### config.mk
export PLATFORM = sky130hd
export DESIGN_NAME = bcd_seg_scan
export DESIGN_NICKNAME = d
export VERILOG_FILES = /design/src/rtl/bcd_seg_scan.sv
export SDC_FILE = /design/constraint.sdc
export NUM_CORES = 1
export LEC_CHECK = 0
export CORE_ASPECT_RATIO = 1.4
export CORE_UTILIZATION = 46
export CTS_CLUSTER_DIAMETER = 200
export DETAILED_ROUTE_END_ITERATION = 16
export PLACE_DENSITY_LB_ADDON = 0.15
export SLEW_MARGIN = 20
export SYNTH_ARGS = -nofsm -noshare
export SYNTH_HDL_FRONTEND = slang
export SYNTH_SLANG_ARGS = --single-unit
### constraint.sdc
create_clock -name clk -period 3.1 [get_ports clk]
set_input_delay 0.62 -clock clk [delete_from_list [all_inputs] [get_ports clk]]
set_output_delay 0.62 -clock clk [all_outputs]
set_load 0.01 [all_outputs]
### src/rtl/bcd_seg_scan.sv
// bcd_seg_scan: time-multiplexed driver for a common-anode 7-segment display fed by
// packed BCD (digit 0 = units in dec_in[3:0]).
//
// One digit is lit at a time, each for PRESCALE clocks. The BCD word is snapshotted
// once per frame, on the last tick of the final digit, so a word changing mid-scan
// never shows a mix of old and new digits. Leading zeros can be blanked, and a nibble
// above 9 is drawn as 'E' and raises bcd_err.
//
// Ports:
//   clk        in   system clock, rising edge
//   rst        in   synchronous active-high reset
//   dec_in     in   [DWIDTH-1:0] packed BCD, nibble k = digit k (sampled only at snapshot)
//   blank_lz   in   1: blank leading zeros (digit 0 never blanked), sampled live
//   seg        out  [6:0] segments {g,f,e,d,c,b,a}, active-low when SEG_ACT_LO
//   an         out  [NDIG-1:0] one-hot digit enable, active-low when AN_ACT_LO
//   frame_tick out  1-cycle pulse when the snapshot is loaded
//   bcd_err    out  high while any snapshot nibble is above 9
//
// DWIDTH must equal 4*NDIG; PRESCALE must be at least 2. All outputs are registered.

module bcd_seg_scan #(
    parameter int unsigned NDIG       = 4,
    parameter int unsigned DWIDTH     = 16,
    parameter int unsigned PRESCALE   = 50000,
    parameter bit          SEG_ACT_LO = 1'b1,
    parameter bit          AN_ACT_LO  = 1'b1
) (
    input  logic              clk,
    input  logic              rst,
    input  logic [DWIDTH-1:0] dec_in,
    input  logic              blank_lz,
    output logic [6:0]        seg,
    output logic [NDIG-1:0]   an,
    output logic              frame_tick,
    output logic              bcd_err
);

    localparam int unsigned PW    = $clog2(PRESCALE);
    localparam int unsigned DIG_W = (NDIG > 1) ? $clog2(NDIG) : 1;

    localparam logic [PW-1:0]    PCNT_LAST = PW'(PRESCALE - 1);
    localparam logic [DIG_W-1:0] DIG_LAST  = DIG_W'(NDIG - 1);

    // Inactive output levels, used at reset and for blanked digits.
    localparam logic [6:0]      SEG_OFF = SEG_ACT_LO ? 7'h7F : 7'h00;
    localparam logic [NDIG-1:0] AN_OFF  = AN_ACT_LO ? {NDIG{1'b1}} : {NDIG{1'b0}};

    // Active-high decode of one nibble; A..F draws 'E'.
    function automatic logic [6:0] seg_decode(input logic [3:0] nib);
        logic [6:0] s;
        unique case (nib)
            4'd0:    s = 7'h3F;
            4'd1:    s = 7'h06;
            4'd2:    s = 7'h5B;
            4'd3:    s = 7'h4F;
            4'd4:    s = 7'h66;
            4'd5:    s = 7'h6D;
            4'd6:    s = 7'h7D;
            4'd7:    s = 7'h07;
            4'd8:    s = 7'h7F;
            4'd9:    s = 7'h6F;
            default: s = 7'h79;
        endcase
        return s;
    endfunction

    logic [PW-1:0]     pcnt_q, pcnt_d;
    logic [DIG_W-1:0]  dig_q, dig_d;
    logic [DWIDTH-1:0] dec_q, dec_d;
    logic [6:0]        seg_q, seg_d;
    logic [NDIG-1:0]   an_q, an_d;
    logic              frame_tick_q, frame_tick_d;
    logic              bcd_err_q, bcd_err_d;

    logic              tick;
    logic              last_dig;
    logic [NDIG-1:0]   lead_zero;   // lead_zero[k]: nibbles NDIG-1..k of dec_q all zero
    logic [3:0]        cur_nib;
    logic              cur_blank;
    logic [NDIG-1:0]   cur_onehot;
    logic              nz_seen;
    logic [6:0]        seg_act;
    logic [NDIG-1:0]   an_act;

    // Prescaler, digit scan and snapshot control.
    always_comb begin
        tick         = (pcnt_q == PCNT_LAST);
        last_dig     = (dig_q == DIG_LAST);
        pcnt_d       = tick ? '0 : pcnt_q + 1'b1;
        dig_d        = dig_q;
        dec_d        = dec_q;
        frame_tick_d = 1'b0;
        if (tick) begin
            dig_d = last_dig ? '0 : dig_q + 1'b1;
            if (last_dig) begin
                dec_d        = dec_in;
                frame_tick_d = 1'b1;
            end
        end
    end

    // Display path: everything here is a function of registered state plus blank_lz,
    // and lands in output registers, so there is no input-to-output combinational path.
    always_comb begin
        nz_seen    = 1'b0;
        lead_zero  = '0;
        cur_nib    = '0;
        cur_blank  = 1'b0;
        cur_onehot = '0;
        bcd_err_d  = 1'b0;
        // Scan from the most significant digit down; an invalid nibble is nonzero too.
        for (int k = NDIG - 1; k >= 0; k--) begin
            nz_seen      = nz_seen | (dec_q[4*k +: 4] != 4'd0);
            lead_zero[k] = ~nz_seen;
        end
        for (int k = 0; k < NDIG; k++) begin
            bcd_err_d = bcd_err_d | (dec_q[4*k +: 4] > 4'd9);
            if (dig_q == DIG_W'(k)) begin
                cur_nib       = dec_q[4*k +: 4];
                cur_onehot[k] = 1'b1;
                cur_blank     = blank_lz && (k != 0) && lead_zero[k];
            end
        end
        seg_act = cur_blank ? 7'h00 : seg_decode(cur_nib);
        an_act  = cur_blank ? '0 : cur_onehot;
        seg_d   = SEG_ACT_LO ? ~seg_act : seg_act;
        an_d    = AN_ACT_LO ? ~an_act : an_act;
    end

    always_ff @(posedge clk) begin
        if (rst) begin
            pcnt_q       <= '0;
            dig_q        <= '0;
            dec_q        <= '0;
            seg_q        <= SEG_OFF;
            an_q         <= AN_OFF;
            frame_tick_q <= 1'b0;
            bcd_err_q    <= 1'b0;
        end else begin
            pcnt_q       <= pcnt_d;
            dig_q        <= dig_d;
            dec_q        <= dec_d;
            seg_q        <= seg_d;
            an_q         <= an_d;
            frame_tick_q <= frame_tick_d;
            bcd_err_q    <= bcd_err_d;
        end
    end

    assign seg        = seg_q;
    assign an         = an_q;
    assign frame_tick = frame_tick_q;
    assign bcd_err    = bcd_err_q;

endmodule

Word level (Yosys, flattened, before mapping). Memory sizes are Yosys's and may differ from the RTL's. Cells that the tools add are included.

Add/subtract/negate cells: 2. Order comparisons: 4. Eq/ne operators: 4. Multiplexer cells: 14. Bitwise operators: 11. Reduce and logical (&&, ||, !) cells: 10.

Operator list (count): $mux 4 (5); $add 16x1->16 const B (1); $eq 16x16->1 const B (1); $gt 4x4->1 const B (4); $reduce_bool 4->1 (3); $mux 1 (7); $mux 7 (1); $not 7->7 (1); $or 1x1->1 (5); $eq 2x2->1 const B (2); $not 1->1 (4); $not 4->4 (1); $reduce_or 2->1 (2); $logic_and 1x1->1 (3); $add 2x1->2 const B (1); $eq 2x1->1 const B (1); $logic_not 2->1 (1); $mux 2 (1); $reduce_and 2->1 (1).

Register bits after elaboration: 47. ROM bits: 112. Input bits: 19. Output and inout bits: 13. Word-level logic and storage cells: 53. Memories kept: 1.

Memories: (no name shown) (words 16, width 7, read ports 1, clocked after memory_dff 0, wr ports 0, line 51) `unique case (nib)`.

Logic depth before layout (Yosys ltp).
Depth after elaboration: 10. Depth in mapped cells: 9. Depth with buffers taken out: 8.

Worst setup path before layout. Ideal clock, no wire load.

Path type: register to register. Start: register dig_q[0]. End: register seg_q[4] (netlist: seg[4]). Setup time: 0.073 ns. Data arrival time: 2.129 ns. Required time: 3.027 ns. Slack: 0.897 ns. Stages on the path, launching flop included: 9. Clock period less this slack: 2.203 ns. Cell sequence: dfxtp_1 -> ha_1 -> buf_4 -> buf_2 -> a221oi_1 -> inv_1 -> ha_1 -> or3_1 -> o211ai_2.

RTL lines: start: declaration (line 68) `logic [DIG_W-1:0] dig_q, dig_d;`; start signal: assignment (line 141) `dig_q <= dig_d;`; $eq 2x2->1 (*); net last_dig (line 76) `logic last_dig;`; $mux 4 (line 118) `if (dig_q == DIG_W'(k)) begin`; $mem_v2 16x7; $mux 7 (*) (line 124) `seg_act = cur_blank ? 7'h00 : seg_decode(cur_nib);`; $not 7->7 (*) (line 126) `seg_d = SEG_ACT_LO ? ~seg_act : seg_act;`; end signal: assignment (line 143) `seg_q <= seg_d;`; end: declaration (line 70) `logic [6:0] seg_q, seg_d;`.

Mark *: on every way through the listed nets, which the timed path passes. The rest lies on a longest branch. A chain may end at the register's enable or synchronous reset.

Worst setup path in the final report.
Start: register dig_q[1]. End: register seg_q[4] (netlist: seg[4]).

Longest elaborated chain between the ends: 8.

Ends and longest elaborated chain (line): $logic_not 2->1 (118); $mux 4 (4 in series) (118); $mem_v2 16x7; $mux 7 (*) (124); $not 7->7 (*) (126).

Mark *: on every way between the ends. The rest lies on a longest branch, timed or not.

==> metrics <==
period utilisation layout=0.753; final wirelength=approximately 4300 um; Flop pwr share=0.602; die area=4990 sq um; dpl cell area=2490 sq um; Final Hold Fails=0; max_cap viols=0; hold depth=1; switching share of power=0.212; layout cells sized above 1=0.0590; Worst EP required=~3300 ps; initial antenna violation count=0; DP Cell Count=325; Starting Density=0.477; Reg2Reg Setup Slack=770 ps; Vias/cell=roughly 5.4; cts bufs inserted=5; most common cell after layout, fill and taps aside=dfxtp_1; Filler Cells Inserted=433; area growth from synthesis to layout=18.8%; GRT Overall Usage=0.191; root buffer cell=clkbuf_8; Worst setup startpoint=dig_q[1]; worst-path fanout max=10; antenna-violating nets left=0; hpwl dp=around 3200 um; FF-to-FF End=seg[4]; Post-Layout Cell Count=333; Worst Setup EP=seg[4]; Peak Freq=roughly 430 MHz; Setup Crit Path Kind=reg2reg; post-synthesis sequential area ratio=0.435; Worst Setup End Kind=register; DR WL/cell=12.9 um; leakage=0.878 nW; Die Wd=between 50 and 60 um; Cell Area, Synth=2160 sq um; Worst-path clk slew=~80 ps; Clk pwr share=0.344; Worst-Margin Slew=620 ps; count of final max-slew check failures=0; Hold Slack=459 ps; Hold Buf Count CTS=0; Clock Tree Buf Depth=2; Setup Skew=~4.3 ps; Post-synth ARST share=0; Syn Nets=274; CTS tree=yes; post-cts resize count=0; peak supply drop=0.218 mV; TritonCTS sink count=47; Final Util=0.567; Reg-to-Reg Start=dig_q[1]; Mapped Avg Cell Area=8.79 sq um; DRC Markers=0; Setup WS pre-CTS=796 ps; clock latency reported for the late side of the worst-skew pair=300 ps; Final Net Count=298; most used flip-flop cell after synthesis=dfxtp_1; most frequent cells in the layout=47 x dfxtp_1, 31 x clkdlybuf4s50_1, 28 x o21ai_0; hold wc startpoint=pcnt_q[0]; Min Clock Period, post-route=between 2000 and 2500 ps; number of synthesized register bits=47; Comb power frac=0.054; vias in the first global route=1702; Ys Warns=0; critical path data arrival time=2570 ps; post-CTS setup buffers=0; Final GP Congestion=0.844; Internal=roughly 800 uW; TNS Setup=0 ps; NetSw=217 uW; PD cells=397 nW/um^2; EDFF count, synth=0; Mapped Cells=246; global-route wire length before repair=around 7400 um; Reg2Reg Depth=8; Hold Path Class=reg2reg; global route overflow=0; Distinct cells, synth=between 40 and 50; # H-tree levels=2; Power Total=1.02 mW; Startpoint Class=register; relative slew slack=0.587; drt pass-1 iters=4; PortBufs=31; final setup margin=767 ps; final setup fails=0; # IOs=32; largest net degree at the start of global routing=30; RSZ-0062 raised after global routing=no; via count=1798; First DRT Iteration DRCs=93; status=complete, no violations; Core Area=4540 sq um; post-route cell area=around 2600 sq um; # rows=29; Inserted Diodes=0; overall die height=83.1 um
[kinds of logic after synthesis]
group                      Yosys count  share of synthesized area
and+or+nand+nor                     83                      0.212
AOI/OAI and AO/OA                   65                      0.180
DFF                                 47                      0.435
buffers and inverters               27                     0.0584
xor gates and xnor gates            12                     0.0486
adders and majority gates            9                     0.0521
muxes                                3                     0.0139
[cell usage after synthesis (2+ instances only)]
cell / count / area, sq um
ha_1: 9 / 113
xnor2_1: 2 / 17.5
clkbuf_2: 3 / 15.0
inv_1: 9 / 33.8
or3_1: 3 / 18.8
nand4_1: 5 / 31.3
nor3b_1: 4 / 30.0
and3_1: 2 / 12.5
buf_4: 4 / 30.0
nand3_1: 24 / 120
nand2_1: 10 / 37.5
a221oi_2: 2 / 30.0
nor2_1: 15 / 56.3
mux2i_1: 3 / 30.0
a21oi_1: 23 / 115
nand3b_1: 4 / 30.0
xor2_1: 10 / 87.6
and4_1: 4 / 35.0
a211oi_1: 4 / 30.0
dfxtp_1: 47 / 941
clkbuf_1: 5 / 18.8
nor2b_1: 2 / 12.5
buf_2: 5 / 25.0
nor4_1: 3 / 18.8
o21ai_0: 28 / 140
[worst max-delay path, cell delays in order, from the launching register on]
cell and delay [ps]:
dfxtp_1 390, inv_1 80, ha_1 290, nand3b_1 200, a221oi_1 490, inv_1 130
ha_1 230, or3_1 390, o211ai_2 80
[worst min path at each step]
stage                      to
floorplan           pcnt_q[0]
global placement    pcnt_q[0]
detailed placement  pcnt_q[0]
CTS                 pcnt_q[0]
global route        pcnt_q[0]
finish              pcnt_q[0]
[layout make-up]
class | instances | area [sq um] | area share
sequential | 47 | 941 | 0.366
clock inverter | 1 | 5.00 | 0.00195
timing repair buffer | 35 | 340 | 0.132
inverter | 9 | 33.8 | 0.0131
tap | 62 | 77.6 | 0.0302
clock buffer | 7 | 76.3 | 0.0297
multi-input combinational | 172 | 1100 | 0.426
[sequential cells by signal (all words and copies together), names as in the netlist]
name	count
dec_q	16
pcnt_q	16
an	4
seg	7
frame_tick	1
dig_q	2
bcd_err	1
[metal layers]
metal / GRT usage / wire length (um) / vias to the layer above
li1: - / - / 924
met1: 0.208 / 1810 / 836
met2: 0.327 / 2270 / 29
met3: 0.0498 / 109 / 9
met4: 0.0973 / 102 / 0
met5: 0 / 0 / -
[power by group through the flow]
stage / logic [mW] / registers (mW) / clock network (mW)
6_report: 0.0548 / 0.615 / 0.351
5_1_grt: 0.0602 / 0.617 / 0.395
4_1_cts: 0.0559 / 0.615 / 0.365
3_5_place_dp: 0.0557 / 0.630 / 0
3_3_place_gp: 0.0556 / 0.629 / 0
2_1_floorplan: 0.0162 / 0.632 / 0
No activity file was read; power rests on OpenSTA's default activity.
